$ cat config.mk
export PLATFORM = sky130hd
export DESIGN_NAME = uart_cmd_parser
export DESIGN_NICKNAME = d
export VERILOG_FILES = /design/src/rtl/uart_cmd_pkg.sv /design/src/rtl/uart_resp_sender.sv /design/src/rtl/uart_cmd_parser.sv
export SDC_FILE = /design/constraint.sdc
export NUM_CORES = 1
export LEC_CHECK = 0
export ABC_AREA = 1
export CAP_MARGIN = 0
export CORE_MARGIN = 1
export CORE_UTILIZATION = 47
export CTS_CLUSTER_DIAMETER = 80
export CTS_CLUSTER_SIZE = 30
export DETAILED_ROUTE_END_ITERATION = 7
export PLACE_DENSITY = 0.72
export SLEW_MARGIN = 40
export SYNTH_ARGS = -nofsm -noshare
export SYNTH_HDL_FRONTEND = slang
export SYNTH_SLANG_ARGS = --single-unit
$ cat constraint.sdc
create_clock -name clk -period 4 [get_ports clk]
set_clock_uncertainty 0.2 [all_clocks]
set_input_delay 0.4 -clock clk [delete_from_list [all_inputs] [get_ports clk]]
set_output_delay 0.4 -clock clk [all_outputs]
set_load 0.02 [all_outputs]
$ cat src/rtl/uart_cmd_pkg.sv
// uart_cmd_pkg
// Shared types and constants for the UART command parser and its response
// sender: the FSM state encoding, command codes, default framing bytes and
// the frame checksum helper.
package uart_cmd_pkg;

    typedef enum logic [3:0] {
        ST_IDLE,
        ST_GET_CMD,
        ST_GET_ADDR,
        ST_GET_DATA,
        ST_GET_SUM,
        ST_EXEC,
        ST_RD_WAIT,
        ST_SEND_A,
        ST_SEND_A_WAIT,
        ST_SEND_B,
        ST_SEND_B_WAIT
    } state_t;

    localparam logic [7:0] CMD_WRITE   = 8'h01;
    localparam logic [7:0] CMD_READ    = 8'h02;
    localparam logic [7:0] DEF_HEADER  = 8'h55;
    localparam logic [7:0] DEF_ACK     = 8'h06;
    localparam logic [7:0] DEF_NAK     = 8'h15;

    // 8-bit wrapping sum of the three payload bytes.
    function automatic logic [7:0] frame_sum(input logic [7:0] cmd,
                                             input logic [7:0] addr,
                                             input logic [7:0] data);
        return cmd + addr + data;
    endfunction

endpackage

$ cat src/rtl/uart_resp_sender.sv
// uart_resp_sender
// Transmits a 1- or 2-byte response over the UART send handshake.
// A start pulse (accepted only when idle) latches byte_a, byte_b and
// two_bytes. Each byte is offered with a one-cycle send_req while
// send_ready is high; the sender then waits for send_ready to drop and
// return high before moving on. done pulses for one cycle on completion.
// Ports:
//   clk, rst_n          clock, synchronous active-low reset
//   start               one-cycle request to send a response
//   byte_a, byte_b      first / optional second response byte
//   two_bytes           1 = send byte_b after byte_a
//   send_ready          transmitter idle
//   send_data, send_req byte and one-cycle request to the transmitter
//   done                one-cycle pulse when the response is complete
module uart_resp_sender
    import uart_cmd_pkg::*;
(
    input  logic       clk,
    input  logic       rst_n,
    input  logic       start,
    input  logic [7:0] byte_a,
    input  logic [7:0] byte_b,
    input  logic       two_bytes,
    input  logic       send_ready,
    output logic [7:0] send_data,
    output logic       send_req,
    output logic       done
);

    state_t     state_q, state_d;
    logic [7:0] byte_a_q, byte_a_d;
    logic [7:0] byte_b_q, byte_b_d;
    logic       two_q, two_d;
    logic       seen_low_q, seen_low_d;

    always_ff @(posedge clk) begin
        if (!rst_n) begin
            state_q    <= ST_IDLE;
            byte_a_q   <= 8'h00;
            byte_b_q   <= 8'h00;
            two_q      <= 1'b0;
            seen_low_q <= 1'b0;
        end else begin
            state_q    <= state_d;
            byte_a_q   <= byte_a_d;
            byte_b_q   <= byte_b_d;
            two_q      <= two_d;
            seen_low_q <= seen_low_d;
        end
    end

    always_comb begin
        state_d    = state_q;
        byte_a_d   = byte_a_q;
        byte_b_d   = byte_b_q;
        two_d      = two_q;
        seen_low_d = seen_low_q;
        send_data  = 8'h00;
        send_req   = 1'b0;
        done       = 1'b0;
        case (state_q)
            ST_IDLE: begin
                if (start) begin
                    byte_a_d = byte_a;
                    byte_b_d = byte_b;
                    two_d    = two_bytes;
                    state_d  = ST_SEND_A;
                end
            end
            ST_SEND_A: begin
                if (send_ready) begin
                    send_data  = byte_a_q;
                    send_req   = 1'b1;
                    seen_low_d = 1'b0;
                    state_d    = ST_SEND_A_WAIT;
                end
            end
            ST_SEND_A_WAIT: begin
                // The byte is only considered taken once ready has gone
                // low and come back high.
                if (seen_low_q && send_ready) begin
                    seen_low_d = 1'b0;
                    if (two_q) begin
                        state_d = ST_SEND_B;
                    end else begin
                        state_d = ST_IDLE;
                        done    = 1'b1;
                    end
                end else if (!send_ready) begin
                    seen_low_d = 1'b1;
                end
            end
            ST_SEND_B: begin
                if (send_ready) begin
                    send_data  = byte_b_q;
                    send_req   = 1'b1;
                    seen_low_d = 1'b0;
                    state_d    = ST_SEND_B_WAIT;
                end
            end
            ST_SEND_B_WAIT: begin
                if (seen_low_q && send_ready) begin
                    seen_low_d = 1'b0;
                    state_d    = ST_IDLE;
                    done       = 1'b1;
                end else if (!send_ready) begin
                    seen_low_d = 1'b1;
                end
            end
            default: state_d = ST_IDLE;
        endcase
    end

endmodule

$ cat src/rtl/uart_cmd_parser.sv
// uart_cmd_parser
// Assembles 5-byte frames (HEADER, CMD, ADDR, DATA, SUM) from the UART
// receiver, validates the checksum, issues register write/read strobes and
// returns ACK / ACK+data / NAK through uart_resp_sender.
// Optional: define UART_CMD_TIMEOUT_EN to abort a partial frame after
// TIMEOUT_CYCLES idle cycles (frame_err pulse, no response).
// Ports:
//   clk, rst_n                      clock, synchronous active-low reset
//   recv_data, recv_valid           received byte stream
//   send_data, send_req, send_ready transmit handshake
//   reg_addr, reg_wdata             latched register address / write data
//   reg_wr, reg_rd                  one-cycle register strobes
//   reg_rdata                       read data, valid the cycle after reg_rd
//   frame_err                       one-cycle error pulse
module uart_cmd_parser
    import uart_cmd_pkg::*;
#(
    parameter logic [7:0]  HEADER         = DEF_HEADER,
    parameter logic [7:0]  ACK_BYTE       = DEF_ACK,
    parameter logic [7:0]  NAK_BYTE       = DEF_NAK,
    parameter int unsigned TIMEOUT_CYCLES = 1000000
) (
    input  logic       clk,
    input  logic       rst_n,
    input  logic [7:0] recv_data,
    input  logic       recv_valid,
    output logic [7:0] send_data,
    output logic       send_req,
    input  logic       send_ready,
    output logic [7:0] reg_addr,
    output logic [7:0] reg_wdata,
    output logic       reg_wr,
    output logic       reg_rd,
    input  logic [7:0] reg_rdata,
    output logic       frame_err
);

    state_t     state_q, state_d;
    logic [7:0] cmd_q, cmd_d;
    logic [7:0] addr_q, addr_d;
    logic [7:0] wdata_q, wdata_d;
    logic [7:0] sum_q, sum_d;

    logic       resp_start;
    logic [7:0] resp_a;
    logic [7:0] resp_b;
    logic       resp_two;
    logic       resp_done;
    logic       in_frame;
    logic       timeout_hit;

    assign in_frame  = (state_q == ST_GET_CMD)  || (state_q == ST_GET_ADDR) ||
                       (state_q == ST_GET_DATA) || (state_q == ST_GET_SUM);
    assign reg_addr  = addr_q;
    assign reg_wdata = wdata_q;

`ifdef UART_CMD_TIMEOUT_EN
    localparam int unsigned      CNT_W = $clog2(TIMEOUT_CYCLES);
    localparam logic [CNT_W-1:0] CNT_MAX = CNT_W'(TIMEOUT_CYCLES - 1);

    logic [CNT_W-1:0] cnt_q, cnt_d;

    // Counts idle cycles inside a frame; a received byte always wins over
    // expiry in the same cycle because it clears the count.
    always_comb begin
        cnt_d = cnt_q;
        if (recv_valid || !in_frame) begin
            cnt_d = '0;
        end else if (cnt_q != CNT_MAX) begin
            cnt_d = cnt_q + 1'b1;
        end
    end

    always_ff @(posedge clk) begin
        if (!rst_n) begin
            cnt_q <= '0;
        end else begin
            cnt_q <= cnt_d;
        end
    end

    assign timeout_hit = in_frame && !recv_valid && (cnt_q == CNT_MAX);
`else
    assign timeout_hit = 1'b0;
`endif

    always_ff @(posedge clk) begin
        if (!rst_n) begin
            state_q <= ST_IDLE;
            cmd_q   <= 8'h00;
            addr_q  <= 8'h00;
            wdata_q <= 8'h00;
            sum_q   <= 8'h00;
        end else begin
            state_q <= state_d;
            cmd_q   <= cmd_d;
            addr_q  <= addr_d;
            wdata_q <= wdata_d;
            sum_q   <= sum_d;
        end
    end

    always_comb begin
        state_d    = state_q;
        cmd_d      = cmd_q;
        addr_d     = addr_q;
        wdata_d    = wdata_q;
        sum_d      = sum_q;
        reg_wr     = 1'b0;
        reg_rd     = 1'b0;
        frame_err  = 1'b0;
        resp_start = 1'b0;
        resp_a     = ACK_BYTE;
        resp_b     = 8'h00;
        resp_two   = 1'b0;
        case (state_q)
            ST_IDLE: begin
                if (recv_valid && (recv_data == HEADER)) state_d = ST_GET_CMD;
            end
            ST_GET_CMD: begin
                if (recv_valid) begin
                    cmd_d   = recv_data;
                    state_d = ST_GET_ADDR;
                end
            end
            ST_GET_ADDR: begin
                if (recv_valid) begin
                    addr_d  = recv_data;
                    state_d = ST_GET_DATA;
                end
            end
            ST_GET_DATA: begin
                if (recv_valid) begin
                    wdata_d = recv_data;
                    state_d = ST_GET_SUM;
                end
            end
            ST_GET_SUM: begin
                if (recv_valid) begin
                    sum_d   = recv_data;
                    state_d = ST_EXEC;
                end
            end
            ST_EXEC: begin
                if (frame_sum(cmd_q, addr_q, wdata_q) != sum_q) begin
                    frame_err  = 1'b1;
                    resp_a     = NAK_BYTE;
                    resp_start = 1'b1;
                    state_d    = ST_SEND_A;
                end else if (cmd_q == CMD_WRITE) begin
                    reg_wr     = 1'b1;
                    resp_start = 1'b1;
                    state_d    = ST_SEND_A;
                end else if (cmd_q == CMD_READ) begin
                    reg_rd  = 1'b1;
                    state_d = ST_RD_WAIT;
                end else begin
                    frame_err  = 1'b1;
                    resp_a     = NAK_BYTE;
                    resp_start = 1'b1;
                    state_d    = ST_SEND_A;
                end
            end
            ST_RD_WAIT: begin
                // reg_rdata is valid this cycle; the sender latches it.
                resp_b     = reg_rdata;
                resp_two   = 1'b1;
                resp_start = 1'b1;
                state_d    = ST_SEND_A;
            end
            ST_SEND_A: begin
                // Response handed to the sender; its own FSM walks the
                // SEND_A/SEND_B handshake states until done.
                if (resp_done) state_d = ST_IDLE;
            end
            default: state_d = ST_IDLE;
        endcase
        if (timeout_hit) begin
            frame_err = 1'b1;
            state_d   = ST_IDLE;
        end
    end

    uart_resp_sender u_sender (
        .clk        (clk),
        .rst_n      (rst_n),
        .start      (resp_start),
        .byte_a     (resp_a),
        .byte_b     (resp_b),
        .two_bytes  (resp_two),
        .send_ready (send_ready),
        .send_data  (send_data),
        .send_req   (send_req),
        .done       (resp_done)
    );

endmodule

Yosys cells after proc, flatten, opt, wreduce, memory -nomap -nowiden
Index checks and enable logic that the tools add are counted.
{ "totals": {"ramBits": 0, "mem_count": 0, "latchBits": 0, "in_bits": 20, "register_bits": 58, "word_cells": 105, "rom_bits": 0} }
{ "op_classes": {"eq_ne": 28, "n_reduce_logical": 15, "addsub": 2, "order_cmp": 0, "n_div": 0, "n_shift": 0, "bitwise": 0, "mul": 0, "muxes": 50} }
{ "op_table": {"columns": ["cell", "count"], "rows": [
  ["4-bit 2-to-1 mux", 12],
  ["4-bit case mux with 8 select lines", 1],
  ["1-bit 2-to-1 mux", 25],
  ["8-bit 2-to-1 mux", 3],
  ["4-bit by 3-bit equality test with 1-bit output, second input constant", 5],
  ["5-bit 2-to-1 mux", 4],
  ["4-bit case mux with 5 select lines", 1],
  ["2-bit != test, second input constant", 9],
  ["8-bit adder", 2],
  ["8-bit case mux with 2 select lines", 1],
  ["4-bit equality test, second input constant", 3],
  ["2-bit AND reduction", 5],
  ["4-bit by 2-bit equality test with 1-bit output, second input constant", 2],
  ["8-bit by 1-bit equality test with 1-bit output, second input constant", 1],
  ["8-bit by 2-bit equality test with 1-bit output, second input constant", 1],
  ["8-bit by 7-bit equality test with 1-bit output, second input constant", 1],
  ["4-bit logical NOT", 2],
  ["8-bit != test", 1],
  ["2-bit by 1-bit != test with 1-bit output, second input constant", 3],
  ["1-bit case mux with 2 select lines", 3],
  ["6-bit AND reduction", 1],
  ["5-bit AND reduction", 1],
  ["4-bit by 1-bit equality test with 1-bit output, second input constant", 1],
  ["2-bit OR reduction", 2],
  ["other kinds (4)", 5]
]} }

Depth between registers and ports, before layout
{ "depth": {"depth_word": 7, "ltp_mapped": 17} }

Modules after synthesis
A second synthesis with hierarchy kept.
{ "hier_totals": {"cells_unflattened": 485, "hier_area_um2": 3319.4} }
{ "by_module_without_submodules": {"columns": ["mod", "cells_per_inst", "n_inst", "area_per_inst_um2"], "rows": [
  ["uart_cmd_parser", 321, 1, 2167.1],
  ["uart_resp_sender", 164, 1, 1152.4]
]} }

Worst setup path after synthesis
Ideal clock, no wire load.
{ "synth_timing": {"path_type": "register to output", "from": "register wdata_q[1], in the netlist reg_wdata[1]", "to": "output reg_wr", "path_slack_ps": 527, "t_arrival_ps": 2873, "path_stages_with_launch": 12, "required_ps": 3400, "path_cell_list": "dfxtp_1 fa_1 ha_1 fa_1 or2_1 nand3_2 nand2_1 nor2_1 nand2_1 nor2_2 and3_2 nor3b_1"} }
{ "synth_via": {"elab_chain_len": 4} }
{ "synth_lines": {"columns": ["element", "line_no", "rtl"], "rows": [
  ["from (decl)", "uart_cmd_parser.sv:41", "logic [7:0] wdata_q, wdata_d;"],
  ["from (signal assigned)", "uart_cmd_parser.sv:98", "wdata_q <= wdata_d;"],
  ["8-bit adder", "uart_cmd_pkg.sv:31", "return cmd + addr + data;"],
  ["8-bit != test", "uart_cmd_parser.sv:145", "if (frame_sum(cmd_q, addr_q, wdata_q) != sum_q) begin"],
  ["1-bit 2-to-1 mux", "uart_cmd_parser.sv:145", null],
  ["1-bit 2-to-1 mux", "uart_cmd_parser.sv:116", "case (state_q)"],
  ["to (decl)", "uart_cmd_parser.sv:32", "output logic reg_wr,"]
]} }
No other way between the ends.

Worst setup path after layout
{ "layout_timing": {"from": "register addr_q[1], in the netlist reg_addr[1]", "to": "output reg_wr"} }
{ "layout_via": {"elab_chain_len": 5} }
{ "layout_lines": {"columns": ["element", "line_no", "rtl"], "rows": [
  ["from (decl)", "uart_cmd_parser.sv:40", "logic [7:0] addr_q, addr_d;"],
  ["from (signal assigned)", "uart_cmd_parser.sv:97", "addr_q <= addr_d;"],
  ["8-bit adder (2 in series)", "uart_cmd_pkg.sv:31", null],
  ["8-bit != test", "uart_cmd_parser.sv:145", null],
  ["1-bit 2-to-1 mux", "uart_cmd_parser.sv:145", null],
  ["1-bit 2-to-1 mux", "uart_cmd_parser.sv:116", null]
]} }
No other way between the ends.

==> impl_metrics.toml <==
[finish]
area_growth_pct = 21.19
most-common-layout-cells = "91 x nand2_1, 52 x dfxtp_1, 50 x nand3_1"
finalInstanceArea_um2 = 3528
layout.nets = 479
multi_input_area_um2 = 1635
drive_gt1_frac = 0.08844
regArea_um2 = 1041
layout_commonest_cell = "nand2_1"
n_antenna_cell = 0
filler_cell_count = 561

[synthesis]
synthArstFlopShare = 0
synth_top_area_cell = "dfxtp_1"
synth_nets = 435
synthAdderAreaFrac = 0.09798
synthMuxAreaShare = 0
synth_ff_type = "dfxtp_1"
synth.top_cells.by_area = "dfxtp_1 36%, nand2_1 12%, nand3_1 8.6%"
synth_compound_area_frac = 0.1341
yosys_warnings = 0
syn_area_um2 = 2912
yosys.area_share.simple = 0.3038
yosys_register_bits = 52
synth_top_area_share = 0.3575
avgSynthCellArea_um2 = 7.334
yosysSeqAreaShare = 0.3575
synth_edf_count = 0
synth_top_family_by_area = "simple AND/OR/NAND/NOR gates"
postSynthCellCount = 397
synth_cell_types = 35
synth-xor-area-share = 0.02578

[status]
outcome = "finished, final reports clean"

[sta]
finalCriticalPeriod_ps = 3721
fin_setup_tns_ps = 0
tightest_slew_ps = 631.5
report.final.slew_viol_count = 0
slew_headroom = 0.5786
final.period_utilization = 0.9301
hold_viol = 0
rsz0062_at_grt = "no"
finalSetupViolCount = 0
fmax_ghz = 0.2688

[route]
drt.antenna.violating_nets = 0
vias = 2811
first_pass_iters = 5
drc_errors = 0
viasPerCell = 5.448
wl_mm = 7.568
routedWlPerCell_um = 14.67
dr.first_iter.drc_count = 257

[hold_path]
whs_path_depth = 2
holdPathEnd = "u_sender.byte_a_q[2]"
hp-class = "register to register"
hold_start = "u_sender.byte_a_q[2]"

[power_and_ir_drop]
pwr-share-comb = 0.394
p_switching_uw = 602.9
irDropWorstVdd_mv = 0.2231
p_int_uw = 950.6
power.density_nw_per_um2 = 440.3
power_frac_seq = 0.396
swShare = 0.3881
power_leakage_uw = 0.001467
power.share.clock = 0.210

[clocking]
cts_buffers = 5
htreeDepth = 2
cts_sinks = 52
clock_path_buffers = 2
path_clk_slew_ps = 90
cts_root_buf = "clkbuf_8"
hold_buffers = 0
clk_latency_ps = 310
tritoncts = "built"

[floorplanning]
rows = 28
core_um2 = 5956
die_y_um = 80.71
start_util = 0.4889
die-area_um2 = 6513
die_x_um = 80.71
io_pins = 48

[critical_path]
end_kind = "output pin"
rrSetupSlack_ps = 810
critPathSlowestCell = "fa_1"
cp.depth = 12
startpoint_type = "register"
crit_path_max_fanout = 4
r2r-end = "u_sender.byte_b_q[2]"
timing.rr.start = "reg_addr[1]"
crit_arrival_ps = 3120
path_buf_inv = 1
worstSetupPathType = "register to output pin"
required_ps = 3400
r2r_cells = 15
cp_top_family = "adder cells"
path_cells = "fa_1 > ha_1 > fa_1 > or2_1 > nand3_2 > nand2_1 > nor2_1 > nand2_1 > nor2_2 > and3_2 > nor3b_1 > clkbuf_2"
slowest_delay_ps = 500

[run]
max-cap-violations = 0

[global_route]
grt_usage = 0.2488
grt_pass1_vias = 2524
grt_remaining_overflow = 0
grt_pass1_wl_mm = 12.15
antenna_found_initial = 0
grt_max_degree = 30

[placed_design]
placed_area_um2 = 3432
dp_hpwl_mm = 5.322
gp_congestion = 0.9035
portBuffers = 47
==> timing repair <==
item / in CTS / in global routing
buffers inserted: 0 / 0
gates cloned: 0 / 0
setup endpoints to repair: 1 / 3
resized for setup: 1 / 5
==> worst max-delay path by stage <==
stage | from | endpoint | slack, ps
6_report | reg_addr[1] | reg_wr | 280
5_1_grt | reg_addr[1] | reg_wr | 70
4_1_cts | reg_addr[1] | reg_rd | 9
3_5_place_dp | reg_addr[1] | reg_wr | 230
3_3_place_gp | reg_addr[1] | reg_wr | 280
2_1_floorplan | reg_wdata[1] | reg_wr | 530
==> Yosys cell counts (2+ instances only) <==
cell type / n
nand2_1: 91
dfxtp_1: 52
nand3_1: 50
a21oi_1: 49
inv_1: 42
nor2_1: 21
o21ai_0: 11
clkbuf_1: 10
ha_1: 10
nand2_2: 10
a21oi_2: 8
fa_1: 8
nand4_1: 6
xnor2_1: 5
clkinv_1: 2
nor2_2: 2
nor3_1: 2
==> worst register-to-register path, stage by stage (launching register included) <==
cell,delay [ps]
dfxtp_1,350
fa_1,510
ha_1,260
fa_1,430
or2_1,270
nand3_2,60
nand2_1,50
nor2_1,80
nand2_1,60
nor2_2,140
nand4_2,150
nand2_2,130
nand2_2,80
nand2_4,180
nand2_2,80
a21oi_2,120
==> cell families after synthesis <==
kind of cell	after synthesis
AOI/OAI and AO/OA	70
xor gates and xnor gates	7
adders and majority gates	18
buffers and inverters	58
DFF	52
and+or+nand+nor	192
==> layout make-up <==
| cell class | count | share of cell area |
|---|---|---|
| sequential | 52 | 0.2950 |
| inverter | 45 | 0.04787 |
| multi-input combinational | 287 | 0.4635 |
| tap | 75 | 0.02660 |
| timing repair buffer | 50 | 0.1397 |
| clock buffer | 7 | 0.02730 |
==> per-stage QoR <==
step | power [uW] | util | instances | hold slack (ps) | worst slack [ps]
finish | 1553 | 0.5924 | 516 | 261.6 | 279.4
global route | 1667 | 0.5924 | 516 | 290.7 | 74.19
floorplan | 1045 | - | 397 | 230.1 | 527.1
global placement | 1213 | 0.5763 | 509 | 241.7 | 277.9
detailed placement | 1223 | 0.5763 | 509 | 246.4 | 225.4
CTS | 1553 | 0.5922 | 516 | 260.7 | 9.042
==> power groups by stage <==
stage	Sequential (uW)	Clock, uW	Combinational (uW)
finish	615	327	611
global route	622	357	688
CTS	615	333	604
detailed placement	627	0	596
global placement	623	0	590
floorplan	631	0	413
==> flip-flops by register name (all words and copies together) (netlist names) <==
name	flops
cmd_q	8
reg_addr	8
reg_wdata	8
sum_q	8
u_sender.byte_b_q	8
u_sender.state_q	4
state_q	3
u_sender.byte_a_q	3
u_sender.seen_low_q	1
u_sender.two_q	1
==> layer usage <==
layer	part of all wire	track usage	up-vias
li1	-	-	1389
met1	0.47	0.3542	1319
met2	0.45	0.3780	96
met3	0.074	0.04091	7
met4	0.011	0.08571	0
met5	0	0	-
Power figures use the tool's default switching activity.
